--- src/rtl/vga_scroll_sequencer_if.sv ---
// Host command channel of the VGA scroll sequencer: a single-slot valid/ready
// command bus carrying a 2-bit opcode and an 8-bit argument.
interface vga_scroll_sequencer_if;
    logic       cmd_valid;
    logic       cmd_ready;
    logic [1:0] cmd_op;
    logic [7:0] cmd_arg;

    modport master (output cmd_valid, output cmd_op, output cmd_arg, input cmd_ready);
    modport slave  (input cmd_valid, input cmd_op, input cmd_arg, output cmd_ready);
endinterface

--- src/rtl/vga_scroll_sequencer.sv ---
// Frame-synchronous sequencer for the colour-bar generator: shadows one host
// command, applies it at frame_tick, then advances scroll and auto pattern rotation.
module vga_scroll_sequencer #(
    parameter int NUM_PATTERNS  = 4,
    parameter int PERIOD        = 630,
    parameter int DWELL_DEFAULT = 150
) (
    input  logic                   clk,
    input  logic                   rst,
    input  logic                   frame_tick_i,
    vga_scroll_sequencer_if.slave  cmd,
    output logic [1:0]             pattern_sel_o,
    output logic [9:0]             scroll_offset_o,
    output logic [1:0]             mode_o,
    output logic                   cfg_update_o
);
    typedef enum logic [1:0] {
        MODE_MANUAL = 2'd0,
        MODE_AUTO   = 2'd1,
        MODE_PAUSE  = 2'd2
    } mode_e;

    localparam logic [1:0]  PAT_MAX = 2'(NUM_PATTERNS - 1);
    localparam logic [10:0] PER     = 11'(PERIOD);

    mode_e       mode_q, mode_d;
    logic [1:0]  pat_q, pat_d;
    logic [9:0]  off_q, off_d;
    logic [3:0]  step_q, step_d;
    logic        dir_q, dir_d;
    logic [7:0]  dwell_q, dwell_d;
    logic [7:0]  cnt_q, cnt_d;
    logic        pend_q, pend_d;
    logic [1:0]  op_q, op_d;
    logic [7:0]  arg_q, arg_d;
    logic        upd_q, upd_d;
    logic [10:0] fwd_sum;
    logic        xfer;

    // Handshake: a command transfers on any cycle with cmd_valid && cmd_ready;
    // cmd_ready is low while the shadow slot is occupied or reset is asserted.
    assign cmd.cmd_ready = !pend_q && !rst;
    assign xfer          = cmd.cmd_valid && cmd.cmd_ready;

    always_comb begin
        mode_d  = mode_q;
        pat_d   = pat_q;
        off_d   = off_q;
        step_d  = step_q;
        dir_d   = dir_q;
        dwell_d = dwell_q;
        cnt_d   = cnt_q;
        pend_d  = pend_q;
        op_d    = op_q;
        arg_d   = arg_q;
        upd_d   = 1'b0;
        fwd_sum = 11'd0;

        if (xfer) begin
            pend_d = 1'b1;
            op_d   = cmd.cmd_op;
            arg_d  = cmd.cmd_arg;
        end

        if (frame_tick_i) begin
            // The pending command is applied first so it governs this same tick.
            if (pend_q) begin
                pend_d = 1'b0;
                upd_d  = 1'b1;
                case (op_q)
                    2'd0: begin
                        pat_d = (arg_q[1:0] > PAT_MAX) ? PAT_MAX : arg_q[1:0];
                        if (mode_q == MODE_AUTO) cnt_d = 8'd0;
                    end
                    2'd1: begin
                        dir_d  = arg_q[7];
                        step_d = arg_q[3:0];
                    end
                    2'd2: begin
                        dwell_d = (arg_q == 8'd0) ? 8'd1 : arg_q;
                        cnt_d   = 8'd0;
                    end
                    default: begin
                        if (arg_q[1:0] != 2'd3) mode_d = mode_e'(arg_q[1:0]);
                        if (arg_q[1:0] == 2'd1) cnt_d = 8'd0;
                    end
                endcase
            end

            if (mode_d != MODE_PAUSE) begin
                if (!dir_d) begin
                    fwd_sum = {1'b0, off_q} + {7'b0, step_d};
                    off_d   = (fwd_sum >= PER) ? 10'(fwd_sum - PER) : fwd_sum[9:0];
                end else if (off_q < {6'b0, step_d}) begin
                    off_d = 10'({1'b0, off_q} + PER - {7'b0, step_d});
                end else begin
                    off_d = off_q - {6'b0, step_d};
                end
            end

            if (mode_d == MODE_AUTO) begin
                if (cnt_d == dwell_d - 8'd1) begin
                    pat_d = (pat_d == PAT_MAX) ? 2'd0 : pat_d + 2'd1;
                    cnt_d = 8'd0;
                end else begin
                    cnt_d = cnt_d + 8'd1;
                end
            end
        end
    end

    always_ff @(posedge clk) begin
        if (rst) begin
            mode_q  <= MODE_MANUAL;
            pat_q   <= 2'd0;
            off_q   <= 10'd0;
            step_q  <= 4'd1;
            dir_q   <= 1'b0;
            dwell_q <= 8'(DWELL_DEFAULT);
            cnt_q   <= 8'd0;
            pend_q  <= 1'b0;
            op_q    <= 2'd0;
            arg_q   <= 8'd0;
            upd_q   <= 1'b0;
        end else begin
            mode_q  <= mode_d;
            pat_q   <= pat_d;
            off_q   <= off_d;
            step_q  <= step_d;
            dir_q   <= dir_d;
            dwell_q <= dwell_d;
            cnt_q   <= cnt_d;
            pend_q  <= pend_d;
            op_q    <= op_d;
            arg_q   <= arg_d;
            upd_q   <= upd_d;
        end
    end

    assign pattern_sel_o   = pat_q;
    assign scroll_offset_o = off_q;
    assign mode_o          = mode_q;
    assign cfg_update_o    = upd_q;
endmodule
--- src/flat_wrapper.sv ---
// flat-port wrapper written by rule: the top's interface ports become plain ports
module vga_scroll_sequencer_flat 
#(
    parameter int NUM_PATTERNS  = 4,
    parameter int PERIOD        = 630,
    parameter int DWELL_DEFAULT = 150
)
  (clk, rst, frame_tick_i, pattern_sel_o, scroll_offset_o, mode_o, cfg_update_o, cmd_cmd_valid, cmd_cmd_op, cmd_cmd_arg, cmd_cmd_ready);
  vga_scroll_sequencer_if cmd_i ();
  input  logic clk;
  input  logic rst;
  input  logic frame_tick_i;
  output logic [1:0] pattern_sel_o;
  output logic [9:0] scroll_offset_o;
  output logic [1:0] mode_o;
  output logic cfg_update_o;
  input wire logic [$bits(cmd_i.cmd_valid)-1:0] cmd_cmd_valid;
  input wire logic [$bits(cmd_i.cmd_op)-1:0] cmd_cmd_op;
  input wire logic [$bits(cmd_i.cmd_arg)-1:0] cmd_cmd_arg;
  output wire logic [$bits(cmd_i.cmd_ready)-1:0] cmd_cmd_ready;
  assign cmd_i.cmd_valid = cmd_cmd_valid;
  assign cmd_i.cmd_op = cmd_cmd_op;
  assign cmd_i.cmd_arg = cmd_cmd_arg;
  assign cmd_cmd_ready = cmd_i.cmd_ready;
  vga_scroll_sequencer #(.NUM_PATTERNS(NUM_PATTERNS), .PERIOD(PERIOD), .DWELL_DEFAULT(DWELL_DEFAULT)) u_core (.clk(clk), .rst(rst), .frame_tick_i(frame_tick_i), .cmd(cmd_i), .pattern_sel_o(pattern_sel_o), .scroll_offset_o(scroll_offset_o), .mode_o(mode_o), .cfg_update_o(cfg_update_o));
endmodule
--- config.mk ---
export PLATFORM = sky130hd
export DESIGN_NAME = vga_scroll_sequencer_flat
export DESIGN_NICKNAME = d
export VERILOG_FILES = /design/src/rtl/vga_scroll_sequencer_if.sv /design/src/rtl/vga_scroll_sequencer.sv /design/src/flat_wrapper.sv
export SDC_FILE = /design/constraint.sdc
export NUM_CORES = 1
export LEC_CHECK = 0
export BUFFER_PORTS_ARGS = -buffer_cell sky130_fd_sc_hd__buf_2
export CAP_MARGIN = 25
export CORE_ASPECT_RATIO = 2
export CORE_MARGIN = 2
export CORE_UTILIZATION = 61
export DETAILED_ROUTE_END_ITERATION = 7
export PLACE_DENSITY = 0.8
export SYNTH_ARGS = -nofsm -noshare
export SYNTH_HDL_FRONTEND = slang
export SYNTH_SLANG_ARGS = --single-unit
--- constraint.sdc ---
create_clock -name clk -period 5.8 [get_ports clk]
set_clock_uncertainty 0.1 [all_clocks]
set_input_delay 0 -clock clk [delete_from_list [all_inputs] [get_ports clk]]
set_output_delay 0 -clock clk [all_outputs]
set_load 0.01 [all_outputs]
Yosys cells after proc, flatten, opt, wreduce, memory -nomap -nowiden. Cells that the tools add are included. W data, S select, Z words.

Bitwise logic cells: 1. Equal/unequal tests: 9. Reduce and logical (&&, ||, !) cells: 9. Multiplexer cells: 35. Shift-type cells: 0. Multipliers: 0. Magnitude comparators: 3. Add/subtract/negate cells: 8. Divide/modulo/power cells: 0.

Operators by type and width (number): $mux W8 (10); $mux W10 (3); $pmux W8 S3 (1); $mux W2 (11); $sub A10 B4 Y10 (2); $mux W4 (3); $add A10 B4 Y11 (1); $ge A11 B10 Y1 const B (1); $add A10 B10 Y10 const B (1); $lt A10 B4 Y1 (1); $sub A10 B10 Y10 const B (1); $add A8 B1 Y8 const B (1); $eq A2 B1 Y1 const B (4); $eq A8 B8 Y1 (1); $logic_not A8 Y1 (1); $sub A8 B1 Y8 const B (1); $mux W1 (7); $eq A2 B2 Y1 const B (2); $ne A2 B2 Y1 const B (2); $reduce_or A3 Y1 (1); $add A2 B1 Y2 const B (1); $gt A2 B2 Y1 const B (1); $logic_and A1 B1 Y1 (2); $logic_not A1 Y1 (2); 4 further kinds (4).

Memory bits (read-only): 0. Memories: 0. Register bits: 47. Input bits: 14. Latch bits: 0. Output and inout bits: 16. Logic and storage cells: 76. Bits in writable memories: 0.

Depth between registers and ports, before layout. Gate-level depths: netlist of run 1.

Depth after elaboration: 9. Gate-level depth with buffers: 19. Gate-level depth less buffers: 17.

Least setup slack after synthesis of run 1. No wires, ideal clock.

Path type: register -> register. Start: register u_core.pend_q. End: register u_core.off_q[7], in the netlist u_core.scroll_offset_o[7]. Clock period less this slack: 4.029 ns. Library setup time: 0.121 ns. Slack: 1.771 ns. Cell stages (with the launch flop): 17. Buffers on the path: 2. Data arrival time: 3.809 ns. Data required time: 5.579 ns. Cell sequence: dfxtp_1 > buf_2 > inv_1 > or3_1 > clkbuf_1 > mux2i_1 > inv_1 > ha_1 > nand2b_1 > a2111oi_2 > nor2_1 > xnor2_1 > a32oi_1 > o21ai_1 > nand4b_1 > o311ai_0 > mux2_2.

Cells in the longest elaborated chain, start to end: 6. Elaborated cells on any way between the ends: 17. Classes of those cells: add/sub (4); order compare (2); eq/ne (1); mux (9); reduce/logical (1).

RTL lines: start: declaration (RTL line vga_scroll_sequencer.sv:33) `logic pend_q, pend_d;`; start signal: assignment (RTL line vga_scroll_sequencer.sv:133) `pend_q <= pend_d;`; $mux W4 (RTL line vga_scroll_sequencer.sv:67) `if (pend_q) begin`; $mux W4 (RTL line vga_scroll_sequencer.sv:65) `if (frame_tick_i) begin`; $add A10 B4 Y11 (RTL line vga_scroll_sequencer.sv:92) `fwd_sum = {1'b0, off_q} + {7'b0, step_d};`; $sub A10 B10 Y10 or $ge A11 B10 Y1 (tied branches) (RTL line vga_scroll_sequencer.sv:93) `off_d = (fwd_sum >= PER) ? 10'(fwd_sum - PER) : fwd_sum[9:0];`; $mux W10 (RTL line vga_scroll_sequencer.sv:93); $mux W10 (RTL line vga_scroll_sequencer.sv:91) `if (!dir_d) begin`; end signal: assignment (RTL line vga_scroll_sequencer.sv:116) `off_q <= 10'd0;`; end signal: assignment (RTL line vga_scroll_sequencer.sv:128) `off_q <= off_d;`; end: declaration (RTL line vga_scroll_sequencer.sv:28) `logic [9:0] off_q, off_d;`.

Parallel ways exist; a longest one is shown, timed or not. The select of a mux whose other input is x is not followed. A chain may end at the register's enable or synchronous reset.

Final worst setup path of run 1. Ends and elaborated chain as after synthesis.

==> run_results.csv, run 1 <==
group,metric,value,unit
final_layout,diodes,0,
timing,max_freq,0.212,GHz
route,wl,9.42,mm
yosys,syn_area,0.00386,sq mm
floorplanning,dieWidth,60.3,um
yosys,synth_top_area_share,0.243,
timing,maxSlewViolCount,0,
timing,tightest_slew,0.898,ns
min_path,hold_class,"input pin to flop",
floorplanning,core_area,0.00621,sq mm
clock_network,post-cts-setup-buffer-count,0,
yosys,seq_area_frac_synth,0.243,
grt,grt_max_degree,52,
grt,grt_pass1_vias,3443,
timing,setup-violations-final,0,
clock_network,cts_tree,"built",
clock_network,cts_sinks,47,
yosys,yosys-top-cells-area,"dfxtp_1 (24%), ha_1 (7.8%), mux2i_1 (5.7%)",
final_layout,layout-drive-gt1-share,0.107,
worst_setup_path,end_kind,"flop",
route,vias,3639,
clock_network,clkLatencyLatePin,0.29,ns
grt,grt-ovfl-total,0,
worst_setup_path,cp_data_arrival_time,4.78,ns
power_and_ir_drop,p_comb_frac,0.288,
yosys,async_flop_share,0,
grt,grt_antenna_before_repair,0,
placement,post_dp_cell_area,0.00403,sq mm
final_layout,nNetsFinal,561,
route,drt_pre_antenna_iters,5,
power_and_ir_drop,power_frac_clock,0.332,
power_and_ir_drop,switching_power,0.000310,W
timing,period_share,0.812,
power_and_ir_drop,powerDensity,225,mW/mm^2
grt,grt_pass1_wl,16.0,mm
timing,hold_viol,0,
yosys,synthDistinctLibCells,66,
timing,worst_slack,1.09,ns
worst_setup_path,start_kind,"flop",
yosys,ys_warn_count,0,
yosys,netlist_instances,496,
clock_network,ctsHoldBuffers,11,
timing,slew_headroom,0.402,
final_layout,areaGrowthSynthToFinish,11.2,%
worst_setup_path,crit_type,"flop to flop",
route,wl_per_cell,15.5,um
placement,hpwl,6.59,mm
flow_run,maxCapViolations,0,
placement,port-buffer-count,29,
run_status,outcome,"completed",
yosys,synth-main-ff-cell,"dfxtp_1",
timing,finalSetupTns,0,ns
floorplanning,ios,30,
yosys,yosys_register_bits,47,
floorplanning,start_util,0.623,
floorplanning,fp.dieArea,0.00703,sq mm
clock_network,cts_resized,0,
clock_network,numCtsBuffers,5,
power_and_ir_drop,internal_power,0.000657,W
final_layout,nFillCells,509,
timing,fin_crit,4.71,ns
worst_setup_path,crit_fanout,10,
clock_network,htree_levels,2,
floorplanning,fp.dieH,117,um
timing,rsz0062_at_grt,"false",
route,via_per_inst,6.00,
power_and_ir_drop,switching_share,0.321,
clock_network,path_clk_slew,0.06,ns
worst_setup_path,cp_data_required_time,5.87,ns
clock_network,ctsLongestPathBuffers,2,
power_and_ir_drop,power_leakage,1.85,nW
clock_network,cts_root_buf,"clkbuf_16",
route,antenna_left,0,
floorplanning,num_rows,41,
power_and_ir_drop,design_power_total,0.000967,W
route,drc_errors,0,
yosys,synth_area_leader_cell,"dfxtp_1",
yosys,avgSynthCellArea,7.79,sq um
placement,dp_slack,1.20,ns
grt,track_usage,0.291,
yosys,synth_nets,536,
yosys,synth-edff-count,0,
placement,gp_congestion,0.931,
route,dr.first_iter.drc_count,283,
power_and_ir_drop,ir_drop,0.211,mV
final_layout,fin_area,0.00430,sq mm
power_and_ir_drop,power_frac_seq,0.380,
-- sequential cells by signal, summed over array words and instances (netlist names) --
signal and flops:
u_core.pattern_sel_o 2, u_core.dwell_q 8, u_core.pend_q 1, u_core.step_q 4, u_core.arg_q 8, u_core.scroll_offset_o 10, u_core.cfg_update_o 1, u_core.op_q 2
u_core.cnt_q 8, u_core.dir_q 1, u_core.mode_o 2
-- critical path, cell delays in order (launching register included) --
cell and delay [ns]:
dfxtp_1 0.48, inv_1 0.16, or3_1 0.48, mux2i_1 0.33
inv_1 0.18, ha_1 0.33, nand2b_1 0.18, a2111oi_2 0.50
nor2_1 0.21, xnor2_1 0.21, a32oi_1 0.16, o21ai_1 0.60
nand4b_1 0.17, o311ai_0 0.13, mux2_2 0.38
-- area by class of cell --
class                           instances  area (sq um)  share of cell area
Clock buffer                            6           129              0.0300
Clock inverter                          1          30.0             0.00699
Inverter                               30           113              0.0262
Multi-Input combinational cell        395          2710               0.630
Sequential cell                        47           941               0.219
Tap cell                               86           108              0.0250
Timing Repair Buffer                   42           270              0.0629
-- cell usage in the layout, fill, tap and decap left out, types with 4 or more instances in the layout --
cell / netlist / final
ha_1: 24 / 24
mux2_2: 5 / 5
nor3_1: 10 / 10
o31ai_1: 5 / 5
nand3_1: 12 / 12
dfxtp_1: 47 / 47
nand2_1: 40 / 40
nand4_1: 7 / 7
nand2b_1: 21 / 21
a31oi_1: 7 / 7
xor2_1: 8 / 8
clkbuf_16: 0 / 5
or3_1: 5 / 5
o21a_1: 4 / 4
xnor2_1: 20 / 20
nor2_1: 53 / 53
a211oi_1: 13 / 13
o21ai_0: 30 / 30
dlygate4sd3_1: 0 / 11
or2_2: 4 / 4
buf_2: 8 / 29
nor3b_1: 5 / 5
inv_1: 29 / 29
nor2b_1: 5 / 5
nor4_1: 4 / 4
and2_1: 8 / 8
a21oi_1: 25 / 25
mux2i_1: 22 / 22
-- synthesized netlist by cell type, types with 3 or more instances --
master / instances
a32oi_1: 3
o21ai_0: 30
o211ai_1: 3
mux2_2: 5
and3_1: 3
or2_2: 4
nor3_1: 10
nand3_1: 12
o31ai_1: 5
a31oi_1: 7
o32ai_1: 3
o221ai_1: 3
nand2_1: 40
nand4_1: 7
ha_1: 24
and2_1: 8
clkbuf_1: 15
o21a_1: 4
xor2_1: 8
nand2b_1: 21
inv_1: 29
nand4b_1: 3
nor2_1: 53
a211oi_1: 13
xnor2_1: 20
nor3b_1: 5
buf_2: 8
mux2i_1: 22
nor2b_1: 5
or3_1: 5
a311oi_1: 3
dfxtp_1: 47
nor4_1: 4
a21oi_1: 25
-- stage by stage --
stage	hold WS (ns)	instances	util
4_1_cts	0.0870	607	0.692
3_3_place_gp	0.0952	589	0.649
5_1_grt	0.127	607	0.692
3_5_place_dp	0.0988	589	0.649
6_report	0.0946	607	0.692
2_1_floorplan	-0.0525	496	-
-- metal layers --
layer,wire (um),track usage,share of wire
met2,4610,0.466,0.49
met4,214,0.101,0.023
met5,0,0,0
met3,384,0.0432,0.041
met1,4210,0.392,0.45
-- cell families after synthesis --
| logic type | Yosys count | synth area share |
|---|---|---|
| xor+xnor | 29 | 0.0693 |
| buf+inv | 54 | 0.0560 |
| simple gates | 191 | 0.257 |
| mux | 27 | 0.0715 |
| flops | 47 | 0.243 |
| fa+ha+maj | 28 | 0.0932 |
| compound gates | 120 | 0.210 |
-- power by group through the flow --
| stage | logic (W) | registers, W | clock network [W] |
|---|---|---|---|
| floorplan | 0.000215 | 0.000364 | 0 |
| global placement | 0.000262 | 0.000373 | 0 |
| detailed placement | 0.000267 | 0.000374 | 0 |
| CTS | 0.000276 | 0.000367 | 0.000324 |
| global route | 0.000312 | 0.000370 | 0.000341 |
| finish | 0.000279 | 0.000367 | 0.000321 |
-- final timing paths --
path	from	end	slack (ns)	depth (start not counted)
worst max-delay path	u_core.pend_q	u_core.scroll_offset_o[7]	1.09	14
worst min-delay path	frame_tick_i	u_core.dwell_q[0]	0.09	3
worst max register to register	u_core.pend_q	u_core.scroll_offset_o[7]	1.09	14
worst min register to register	u_core.dwell_q[0]	u_core.dwell_q[0]	0.37	2
(Power assumes the default switching activity.)
==> run 2: changes to the inputs <==
==> constraint.sdc (replaced) <==
create_clock -name clk -period 4.5 [get_ports clk]
set_clock_uncertainty 0.1 [all_clocks]
set_input_delay 0 -clock clk [delete_from_list [all_inputs] [get_ports clk]]
set_output_delay 0 -clock clk [all_outputs]
set_load 0.01 [all_outputs]
==> run_results.csv, run 2 (synthesized netlist as in run 1, its figures left out) <==
group,metric,value,unit
worst_setup_path,crit_start,"u_core.op_q[0]",
clock_network,clkLatencyLatePin,0.29,ns
clock_network,htree_levels,2,
floorplanning,fp.dieArea,0.00703,sq mm
grt,met2_usage,0.491,
worst_setup_path,crit_path_top_delay_cell,"or4b_1",
floorplanning,ios,30,
final_layout,layout-drive-gt1-share,0.134,
timing,max_freq,0.238,GHz
timing,hold_viol,0,
timing,period_share,0.935,
grt,track_usage,0.300,
timing,setup-violations-final,0,
final_layout,diodes,0,
worst_setup_path,crit_family,"simple AND/OR/NAND/NOR gates",
clock_network,numCtsBuffers,5,
placement,port-buffer-count,29,
grt,grt_pass1_wl,16.5,mm
grt,grt_antenna_before_repair,0,
power_and_ir_drop,design_power_total,0.00129,W
clock_network,cts_sinks,47,
grt,grt-ovfl-total,0,
worst_setup_path,cpMostUsedCell,"mux2i_1",
power_and_ir_drop,ir_drop,0.223,mV
grt,use_met3,0.0343,
final_layout,nFillCells,498,
worst_setup_path,crit_type,"flop to flop",
route,wl_per_cell,16.0,um
route,wl,9.90,mm
worst_setup_path,r2r_end,"u_core.pattern_sel_o[0]",
grt,grt_pass1_vias,3534,
timing,rsz0062_at_grt,"false",
final_layout,utilization,0.710,
grt,grtUsageMet1,0.391,
min_path,hold_class,"input pin to flop",
timing,tightest_slew,0.910,ns
clock_network,path_clk_slew,0.07,ns
final_layout,layout_commonest_cell,"nor2_1",
final_layout,nNetsFinal,570,
final_layout,fin_area,0.00441,sq mm
clock_network,post-cts-setup-buffer-count,0,
worst_setup_path,start_kind,"flop",
min_path,min_to,"u_core.cnt_q[1]",
clock_network,cts_root_buf,"clkbuf_16",
floorplanning,num_rows,41,
placement,post_dp_cell_area,0.00410,sq mm
grt,grt_max_degree,52,
min_path,min-delay-start,"frame_tick_i",
worst_setup_path,end_kind,"flop",
timing,maxSlewViolCount,0,
timing,slew_headroom,0.393,
placement,hpwl,6.88,mm
clock_network,ctsLongestPathBuffers,2,
route,dr.first_iter.drc_count,273,
route,antenna_left,0,
final_layout,areaGrowthSynthToFinish,14.0,%
floorplanning,start_util,0.623,
timing,finalSetupTns,0,ns
grt,grt-busiest-layer,"met2",
final_layout,layout_common_cells,"nor2_1 (53), dfxtp_1 (46), nand2_1 (40)",
worst_setup_path,path_buf_inv,1,
worst_setup_path,crit_fanout,11,
worst_setup_path,rr_worst_depth,13,
route,drt_pre_antenna_iters,6,
timing,fin_crit,4.21,ns
floorplanning,fp.dieH,117,um
worst_setup_path,cpPeakStageDelay,0.50,ns
power_and_ir_drop,powerDensity,292,mW/mm^2
worst_setup_path,worst-r2r-setup-slack,0.29,ns
flow_run,maxCapViolations,0,
clock_network,cts_tree,"built",
min_path,hold_depth,3,
final_layout,largest_reg_flops,10,
floorplanning,dieWidth,60.3,um
worst_setup_path,cp_data_required_time,4.61,ns
placement,gp_congestion,0.928,
floorplanning,core_area,0.00621,sq mm
route,drc_errors,0,
run_status,outcome,"completed",
worst_setup_path,crit-reg2reg-launch,"u_core.op_q[0]",
worst_setup_path,cp_data_arrival_time,4.32,ns
worst_setup_path,crit_chain,"nand3b_4 > buf_4 > mux2i_1 > ha_1 > nor3b_1 > xnor2_1 > mux2i_1 > or4b_1 > a21o_1 > a211oi_4 > nand2_4 > or4_4 > a41oi_2",
power_and_ir_drop,power_leakage,1.90,nW
route,via_per_inst,6.09,
route,vias,3759,
## run 2: changes by cell type in the layout (fill, tap and decap cells not counted), sizes merged
cell	change
buf	+9
clkinv	+1
## run 2: power breakdown
part	switching, W	internal [W]	total, W
sequential	0.0000324	0.000437	0.000469
combinational	0.000221	0.000161	0.000382
clock	0.000161	0.000276	0.000437
total	0.000414	0.000874	0.00129
## run 2: per-stage QoR
step | setup slack [ns] | std cells | hold WS, ns
final | 0.295 | 617 | 0.104
after detailed placement | 0.176 | 598 | 0.101
after global routing | 0.0155 | 617 | 0.125
after CTS | 0.105 | 617 | 0.0855
after global placement | 0.314 | 598 | 0.0990
after floorplan | 0.471 | 496 | -0.0525
## run 2: worst min-delay path, delay by kind of cell
kind / cells / cell delay, ns
simple gates: 1 / 0.13
buf+inv: 1 / 0.25
compound gates: 1 / 0.06
## run 2: worst max path at each step
| stage | endpoint | slack (ns) | depth (start not counted) |
|---|---|---|---|
| floorplan | u_core.scroll_offset_o[7] | 0.47 | 16 |
| global placement | u_core.scroll_offset_o[7] | 0.31 | 13 |
| detailed placement | u_core.scroll_offset_o[7] | 0.18 | 13 |
| CTS | u_core.scroll_offset_o[7] | 0.10 | 13 |
| global route | u_core.scroll_offset_o[7] | 0.02 | 14 |
| finish | u_core.pattern_sel_o[0] | 0.29 | 13 |
## run 2: repair_timing
item	4_1_cts	5_1_grt
hold buffers	11	0
hold endpoints to repair	11	0
setup endpoints to repair	0	8
gates resized for setup	0	6
## run 2: area by class of cell
cell class                      instances  area (sq um)  share of cell area
Sequential cell                        47           942               0.214
Inverter                               30           113              0.0256
Timing Repair Buffer                   51           338              0.0767
Tap cell                               86           108              0.0244
Clock buffer                            6           139              0.0315
Multi-Input combinational cell        395          2730               0.620
Clock inverter                          2          35.0             0.00795
## run 2: metal layers
layer | vias to the layer above | share of wire
met4 | 0 | 0.027
met1 | 1746 | 0.43
met2 | 144 | 0.49
li1 | 1842 | -
met5 | - | 0
met3 | 27 | 0.047
